**src/rtl/fft_frame_loader.sv**
```systemverilog
// Frame loader for the FFT sample RAM: bit-reversed writes of
// converted ADC samples, then a start handoff to the FFT engine.
module fft_frame_loader #(
  parameter int N_LOG2 = 9,
  parameter int IN_W   = 12
) (
  input  logic              clk,
  input  logic              reset,
  input  logic [IN_W-1:0]   sample_in,
  input  logic              sample_strobe,
  input  logic              fft_done,
  output logic [N_LOG2-1:0] ram_addr,
  output logic [31:0]       ram_wdata,
  output logic              ram_we,
  output logic              load_active,
  output logic              fft_start,
  output logic [7:0]        drop_count
);

  typedef enum logic [1:0] {
    LOAD,
    START,
    WAIT_FFT
  } state_t;

  state_t            state;
  logic [N_LOG2-1:0] idx;
  logic [N_LOG2-1:0] idx_rev;
  logic [IN_W-1:0]   tc;
  logic [15:0]       re_val;
  logic              drop;

  always_comb begin
    idx_rev = '0;
    for (int k = 0; k < N_LOG2; k++)
      idx_rev[N_LOG2-1-k] = idx[k];
  end

  // offset-binary to two's complement, left-aligned in 16 bits
  assign tc     = {~sample_in[IN_W-1], sample_in[IN_W-2:0]};
  assign re_val = 16'(tc) << (16 - IN_W);

  assign drop = sample_strobe && (state != LOAD)
             && (drop_count != 8'hFF);

  always_ff @(posedge clk or posedge reset) begin
    if (reset) begin
      state       <= LOAD;
      idx         <= '0;
      ram_addr    <= '0;
      ram_wdata   <= '0;
      ram_we      <= 1'b0;
      load_active <= 1'b1;
      fft_start   <= 1'b0;
      drop_count  <= '0;
    end else begin
      ram_we    <= 1'b0;
      fft_start <= 1'b0;
      if (drop)
        drop_count <= drop_count + 8'd1;
      unique case (state)
        LOAD: begin
          if (sample_strobe) begin
            ram_we    <= 1'b1;
            ram_addr  <= idx_rev;
            ram_wdata <= {re_val, 16'h0000};
            idx       <= idx + 1'b1;
            if (idx == '1)
              state <= START;
          end
        end
        START: begin
          fft_start   <= 1'b1;
          load_active <= 1'b0;
          state       <= WAIT_FFT;
        end
        WAIT_FFT: begin
          if (fft_done) begin
            idx         <= '0;
            load_active <= 1'b1;
            state       <= LOAD;
          end
        end
        default: state <= LOAD;
      endcase
    end
  end

endmodule

```
**config.mk**
```make
export PLATFORM = sky130hd
export DESIGN_NAME = fft_frame_loader
export DESIGN_NICKNAME = d
export VERILOG_FILES = /design/src/rtl/fft_frame_loader.sv
export SDC_FILE = /design/constraint.sdc
export NUM_CORES = 1
export LEC_CHECK = 0
export CORE_MARGIN = 3
export CORE_UTILIZATION = 45
export DETAILED_ROUTE_END_ITERATION = 8
export PLACE_DENSITY = 0.75
export RECOVER_POWER = 25
export SYNTH_ARGS = -nofsm -noshare
export SYNTH_HDL_FRONTEND = slang
export SYNTH_SLANG_ARGS = --single-unit
```
**constraint.sdc**
```tcl
create_clock -name clk -period 2 [get_ports clk]
set_input_delay 0.4 -clock clk [delete_from_list [all_inputs] [get_ports clk]]
set_output_delay 0.4 -clock clk [all_outputs]
set_load 0.05 [all_outputs]
```
# Yosys cells after proc, flatten, opt, wreduce, memory -nomap -nowiden

Index checks and enable logic that the tools add are counted.
W data, S select, Z words.

Add/subtract/negate cells: 2
$mul: 0
Div/mod/pow operators: 0
Magnitude comparators: 0
Equality and inequality tests: 7
Shift-type cells: 0
Muxes and demuxes: 12
Bitwise logic cells: 1
Reductions and logical operators: 10

Operators by type and width:

| cell                  | count |
|---|---|
| $mux W9               | 2 |
| $pmux W9 S2           | 1 |
| $add A9 B1 Y9 const B | 1 |
| $eq A9 B9 Y1 const B  | 1 |
| $add A8 B1 Y8 const B | 1 |
| $ne A8 B8 Y1 const B  | 1 |
| $mux W2               | 3 |
| $ne A2 B2 Y1 const B  | 3 |
| $pmux W2 S3           | 1 |
| $reduce_and A3 Y1     | 2 |
| $reduce_bool A2 Y1    | 3 |
| $mux W1               | 4 |
| $reduce_and A2 Y1     | 2 |
| $eq A2 B1 Y1 const B  | 1 |
| $eq A2 B2 Y1 const B  | 1 |
| $logic_and A1 B1 Y1   | 2 |
| $logic_not A2 Y1      | 1 |
| $pmux W1 S2           | 1 |
| $not A1 Y1            | 1 |

Register bits: 43
Bits in latches: 0
Bits in writable memories: 0
Bits in read-only memories: 0
Logic and storage cells: 40
Memories kept: 0

# Depth between registers and ports, before layout

Gate-level depths: netlist of the first run.

Depth after elaboration: 4
Mapped depth: 6
Depth with buffers taken out: 5

# Least setup slack after synthesis of the first run

No wires, ideal clock.

Kind: register -> register
From: register drop_count[0]
To: register drop_count[1]
Setup time: 125 ps
Data arrival time: 1795 ps
Required time: 1875 ps
Slack: 80 ps
Stages on the path, launching flop included: 5
Buffers on the path: 0
Clock period less this slack: 1920 ps
Cell sequence: dfrtp_1 ha_1 nand4_1 o21ai_0 mux2_2

Word-level cells in the longest chain between the ends: 2

RTL lines:

| what                                                  | line | text |
|---|---|---|
| from (decl)                                           | 17   | `output logic [7:0] drop_count` |
| from (signal assigned)                                | 60   | `drop_count <= drop_count + 8'd1;` |
| branches (longest 2 deep; another with $add A8 B1 Y8) | --   |  |

Parallel ways; which one is timed is not known.
A chain may end at the register's enable or synchronous reset.

# Final worst setup path of the first run

From: register drop_count[7]
To: output drop_count[7]

No word-level cell between the ends.

==> flow_metrics.tcl, run 1 <==
set metrics [dict create \
    ant_nets 0 \
    hold_path_class "flip-flop to flip-flop" \
    maxCapViolations 0 \
    cts_root_buf "clkbuf_8" \
    skew_ns 0.005231 \
    setup.worst_path.class "flip-flop to output pin" \
    p_per_area_mw_per_mm2 968.3 \
    wl_met2_mm 1.852 \
    cts_setup_buffers 0 \
    wl_mm 3.919 \
    vias 1545 \
    syn_inst 207 \
    overflow 0 \
    cts.sinks 43 \
    crit_fanout 5 \
    arrival_ns 1.54 \
    min_period_ns 1.938 \
    holdWs_ns 0.4745 \
    required_ns 1.60 \
    intPower_mw 1.621 \
    ys_async_sr_fraction_pct 100.0 \
    synth_common_cells "nand2_1, dfrtp_1, buf_4" \
    ys_seq_area_share_pct 54.29 \
    cts.path.max_buffers 2 \
    rsz0062_at_grt "no" \
    slew_headroom_pct 56.62 \
    p_switching_mw 0.8813 \
    dp_hpwl_mm 2.884 \
    yosysWarnings 0 \
    grt_pass1_wl_mm 6.872 \
    synth_edf_count 0 \
    worstSetupStartpointType "flip-flop" \
    fmax_ghz 0.5159 \
    die_w_um 72.41 \
    worst_pin_slew_ns 0.6507 \
    coreArea_sq_mm 0.004115 \
    ys_ff_latch 43 \
    p_total_mw 2.502 \
    period_share_pct 96.92 \
    status "completed" \
    cp-end-kind "output pin" \
    netlist_area_sq_mm 0.001984 \
    cp_num_buf_inv 1 \
    slowest_delay_ns 0.83 \
    cp_slowest_cell "clkdlybuf4s50_1" \
    cts.clk_slew.worst_paths_ns 0.08 \
    dieArea_sq_mm 0.005242 \
    netSwitchingFraction_pct 35.23 \
    cts_tree "yes" \
    yosysTopAreaCell "dfrtp_1" \
    grt_max_degree 28 \
    drive_gt1_share_pct 11.74 \
    nets 282 \
    synth_area_leaders "dfrtp_1, nand2_1, buf_4" \
    p_clk_share_pct 27.9 \
    dr_wl_met3_um 216 \
    ir_drop_mv 0.4398 \
    antenna_found_initial 0 \
    cp_top_family "buffers and inverters" \
    m1WireLength_mm 1.803 \
    power_frac_seq_pct 44.2 \
    gp_congestion 0.8102 \
    first_iter_violations 129 \
    synth.avg_cell_area_sq_um 9.586 \
    die_y_um 72.41 \
    htreeDepth 2 \
    clock_latency_ns 0.29 \
    diodes 0 \
    holdBufCountCts 0 \
    viasPerCell 4.920 \
    fp-row-count 23 \
    grt_pass1_vias 1479 \
    top_layer_used "met4" \
    drc_errors 0 \
    grt_usage_pct 16.64 \
    syn2layout_area_growth_pct 30.20 \
    numPortBuffers 47 \
    slew_viol_final 0 \
    path_cells "clkdlybuf4s50_1" \
    ys.flop_type "dfrtp_1" \
    yosysUniqueCellTypes 35 \
    hold_viol 0 \
    p_leak_nw 1.260 \
    pwr-share-comb_pct 27.9 \
    cts_resized 0 \
    wl_per_cell_um 12.48 \
    initial_core_util_pct 48.22 \
    synth_top_area_share_pct 52.96 \
    drtPass1Iterations 4 \
    ioPinCount 68 \
    setup_viol 0 \
    cts-buffers-inserted 5 \
    synth_most_common_cell "nand2_1" \
]
[power by group through the flow]
stage	sequential (mW)	clock [mW]	combinational, mW
final	1.11	0.699	0.698
after global routing	1.13	0.745	0.752
after CTS	1.10	0.712	0.710
after detailed placement	1.12	0	0.708
after global placement	1.12	0	0.696
after floorplan	1.34	0	0.276
[worst paths after layout]
kind	from	slack (ns)	to	depth (start not counted)
worst min register to register	ram_wdata[24]$_DFFE_PP0P_	0.47	ram_wdata[24]$_DFFE_PP0P_	2
worst max register to register	state[1]$_DFFE_PP0P_	0.34	idx[4]$_DFFE_PP0P_	4
worst max-delay path	drop_count[7]$_DFFE_PP0P_	0.06	drop_count[7]	1
worst min-delay path	ram_wdata[24]$_DFFE_PP0P_	0.47	ram_wdata[24]$_DFFE_PP0P_	2
min in group asynchronous	reset	0.54	drop_count[1]$_DFFE_PP0P_	2
max in group asynchronous	reset	0.49	ram_addr[6]$_DFFE_PP0P_	3
[stage by stage]
stage	utilization (%)	setup slack, ns	cells	area (sq um)	TNS (ns)
5_1_grt	62.79	0.01520	314	2584	0
3_3_place_gp	60.29	-0.02583	306	2481	-0.02583
2_1_floorplan	-	0.08005	226	2056	0
4_1_cts	63.15	0.05232	314	2599	0
3_5_place_dp	60.29	-0.06503	306	2481	-0.07984
6_report	62.79	0.06157	314	2584	0
[tightest hold or removal path, stage by stage (launching register included)]
cell and delay (ns):
dfrtp_1 0.34, nand2_1 0.05, nand2_1 0.05
[cell type report]
class	instances	area (sq um)
flip-flops and latches	43	1077
fillers	383	1531
clock buffers	6	82.58
inverters	4	15.01
repair buffers	57	528.0
clock inverters	2	35.03
multi-input cells	152	783.3
well taps	50	62.56
[cells in the final DEF (no fill, tap or decap), types with 6 or more instances in the layout]
cell type        Yosys  layout
nor2_1               6       6
o21ai_0              6       6
nand2_1             65      65
clkdlybuf4s50_1      0      40
clkbuf_8             0       6
dfrtp_1             42      42
buf_4               20      15
conb_1               1      20
a21oi_1              7       7
[kinds of logic (layout without fill, tap and decap cells)]
logic type | count (synthesis) | after routing | share of synthesized area (%)
simple gates | 96 | 96 | 21.63
flops | 43 | 43 | 54.29
buf+inv | 31 | 69 | 9.835
compound gates | 26 | 26 | 8.575
mux | 4 | 4 | 2.270
fa+ha+maj | 3 | 3 | 1.892
xor+xnor | 3 | 3 | 1.324
other cells | 1 | 20 | 0.1890
[flip-flops by register name, summed over array words and instances (netlist names)]
signal,cells
drop_count,8
ram_addr,9
load_active,1
idx,9
fft_start,1
ram_wdata,12
state,2
ram_we,1
[metal layers]
metal	global-route usage [%]	vias to the layer above
li1	-	771
met1	22.55	726
met5	0	-
met3	4.155	6
met4	5.533	0
met2	26.19	42
No activity file was read; power rests on OpenSTA's default activity.
==> inputs of run 2 (changes only) <==
CAP_MARGIN = 25   (was default)
CORE_UTILIZATION = 41   (was 45)
PLACE_DENSITY = 0.72   (was 0.75)
clock period = 1.61 ns   (was 2 ns; I/O delays follow)
==> run 2 against run 1 <==
Effect of this change:
- largest power group unchanged
- combinational power grew 25%
- design area up 5.1%
- first-iteration DRC count shrank 54%
- worst hold slack lost 0.089 ns
- die area grew 8.9%
- non-clock buffer count increased by 7
- flip-flop and latch count did not move
==> flow_metrics.tcl, run 2 (same netlist as run 1, synthesis figures left out) <==
set metrics [dict create \
    final.setup.tns_ns 0 \
    cp_slowest_cell "or4_4" \
    antenna_found_initial 0 \
    required_ns 1.84 \
    skew_ns 0.006143 \
    p_per_area_mw_per_mm2 1138 \
    gp_congestion 0.8068 \
    hold_viol 0 \
    largest_register_ffs 12 \
    worstSetupStartpointType "primary input" \
    overflow 0 \
    period_share_pct 97.95 \
    grt_pass1_vias 1529 \
    cts.clk_slew.worst_paths_ns 0.09 \
    crit_fanout 5 \
    place_ws_ns -0.3182 \
    cp_num_buf_inv 1 \
    status "completed" \
    ant_nets 0 \
    viasPerCell 4.892 \
    postLayoutSetupSlackWorst_ns 0.03299 \
    first_iter_violations 59 \
    grt_pass1_wl_mm 6.879 \
    cp_top_family "simple AND/OR/NAND/NOR gates" \
    drc_errors 0 \
    path_cells "clkdlybuf4s50_1, or3b_4, or4_4, a21oi_2" \
    grt_max_degree 21 \
    setup_viol 0 \
    dieArea_sq_mm 0.005711 \
    setup.worst_path.class "primary input to flip-flop" \
    wl_per_cell_um 13.01 \
    ir_drop_mv 0.6392 \
    min_period_ns 1.577 \
    die_w_um 75.57 \
    slowest_delay_ns 0.49 \
    cts.sinks 43 \
    mostFrequentLayoutCells "nand2_1, buf_4, dfrtp_1" \
    cts.path.max_buffers 2 \
    vias 1580 \
    reg_top3 "ram_wdata x12, idx x9, ram_addr x9" \
    hold_path_class "primary input to async pin" \
    syn2layout_area_growth_pct 36.82 \
    arrival_ns 1.81 \
    fmax_ghz 0.6341 \
    nFillCells 404 \
    clock_latency_ns 0.29 \
    drive_gt1_share_pct 27.31 \
    regMostFlops "ram_wdata" \
    maxCapViolations 0 \
    wl_mm 4.202 \
    ioPinCount 68 \
    nets 289 \
    mostFrequentLayoutCell "nand2_1" \
    cp-end-kind "flip-flop" \
    coreArea_sq_mm 0.004504 \
    cts_root_buf "clkbuf_8" \
    die_y_um 75.57 \
    cts-buffers-inserted 5 \
    initial_core_util_pct 44.06 \
    diodes 0 \
    slew_viol_final 0 \
    p_leak_nw 1.339 \
    htreeDepth 2 \
    post-route-util_pct 60.28 \
    dp_hpwl_mm 3.141 \
    drtPass1Iterations 4 \
    numPortBuffers 47 \
    grt_usage_pct 15.59 \
    fp-row-count 24 \
    cts_tree "yes" \
]
-- run 2: repair_timing --
action / in CTS / in global routing
buffers inserted: 0 / 1
resized for setup: 1 / 3
endpoints found under the setup margin: 1 / 4
pin swaps: 0 / 1
hold buffers: 0 / 0
-- run 2: worst paths after layout --
kind                                            from                         to  slack, ns  cells past startpoint
max in group asynchronous                      reset    ram_addr[7]$_DFFE_PP0P_       0.48                      3
max                                    sample_strobe         idx[6]$_DFFE_PP0P_       0.03                      4
min in group clk           ram_wdata[26]$_DFFE_PP0P_  ram_wdata[26]$_DFFE_PP0P_       0.48                      2
min                                            reset  drop_count[6]$_DFFE_PP0P_       0.39                      2
min reg2reg                ram_wdata[26]$_DFFE_PP0P_  ram_wdata[26]$_DFFE_PP0P_       0.48                      2
max reg2reg                     state[1]$_DFFE_PP0P_         idx[7]$_DFFE_PP0P_       0.08                      3
-- run 2: routing by layer --
layer / GRT usage, % / share of wire [%]
met1: 20.89 / 43
met2: 25.41 / 51
met3: 3.430 / 5.3
met4: 4.660 / 1.1
met5: 0 / 0
-- run 2: area by class of cell --
class	count	area [sq um]	area share, %
repair buffers	64	624.3	23.00
flip-flops and latches	43	1084	39.91
clock buffers	5	68.82	2.535
inverters	4	15.01	0.5530
well taps	52	65.06	2.396
multi-input cells	152	814.5	30.00
clock inverters	3	43.79	1.613
-- run 2: report_power, final --
| group | internal (mW) | switching (mW) |
|---|---|---|
| registers | 1.23 | 0.144 |
| logic | 0.270 | 0.600 |
| clock network | 0.462 | 0.383 |
-- run 2: metrics by stage --
stage	hold slack [ns]	std cells	power (mW)	area, sq um
after floorplan	0.4274	226	2.005	2085
after CTS	0.2671	322	3.107	2714
after global placement	0.4612	314	2.245	2599
after detailed placement	0.4638	314	2.267	2599
final	0.3854	323	3.089	2715
after global routing	0.3986	323	3.243	2715
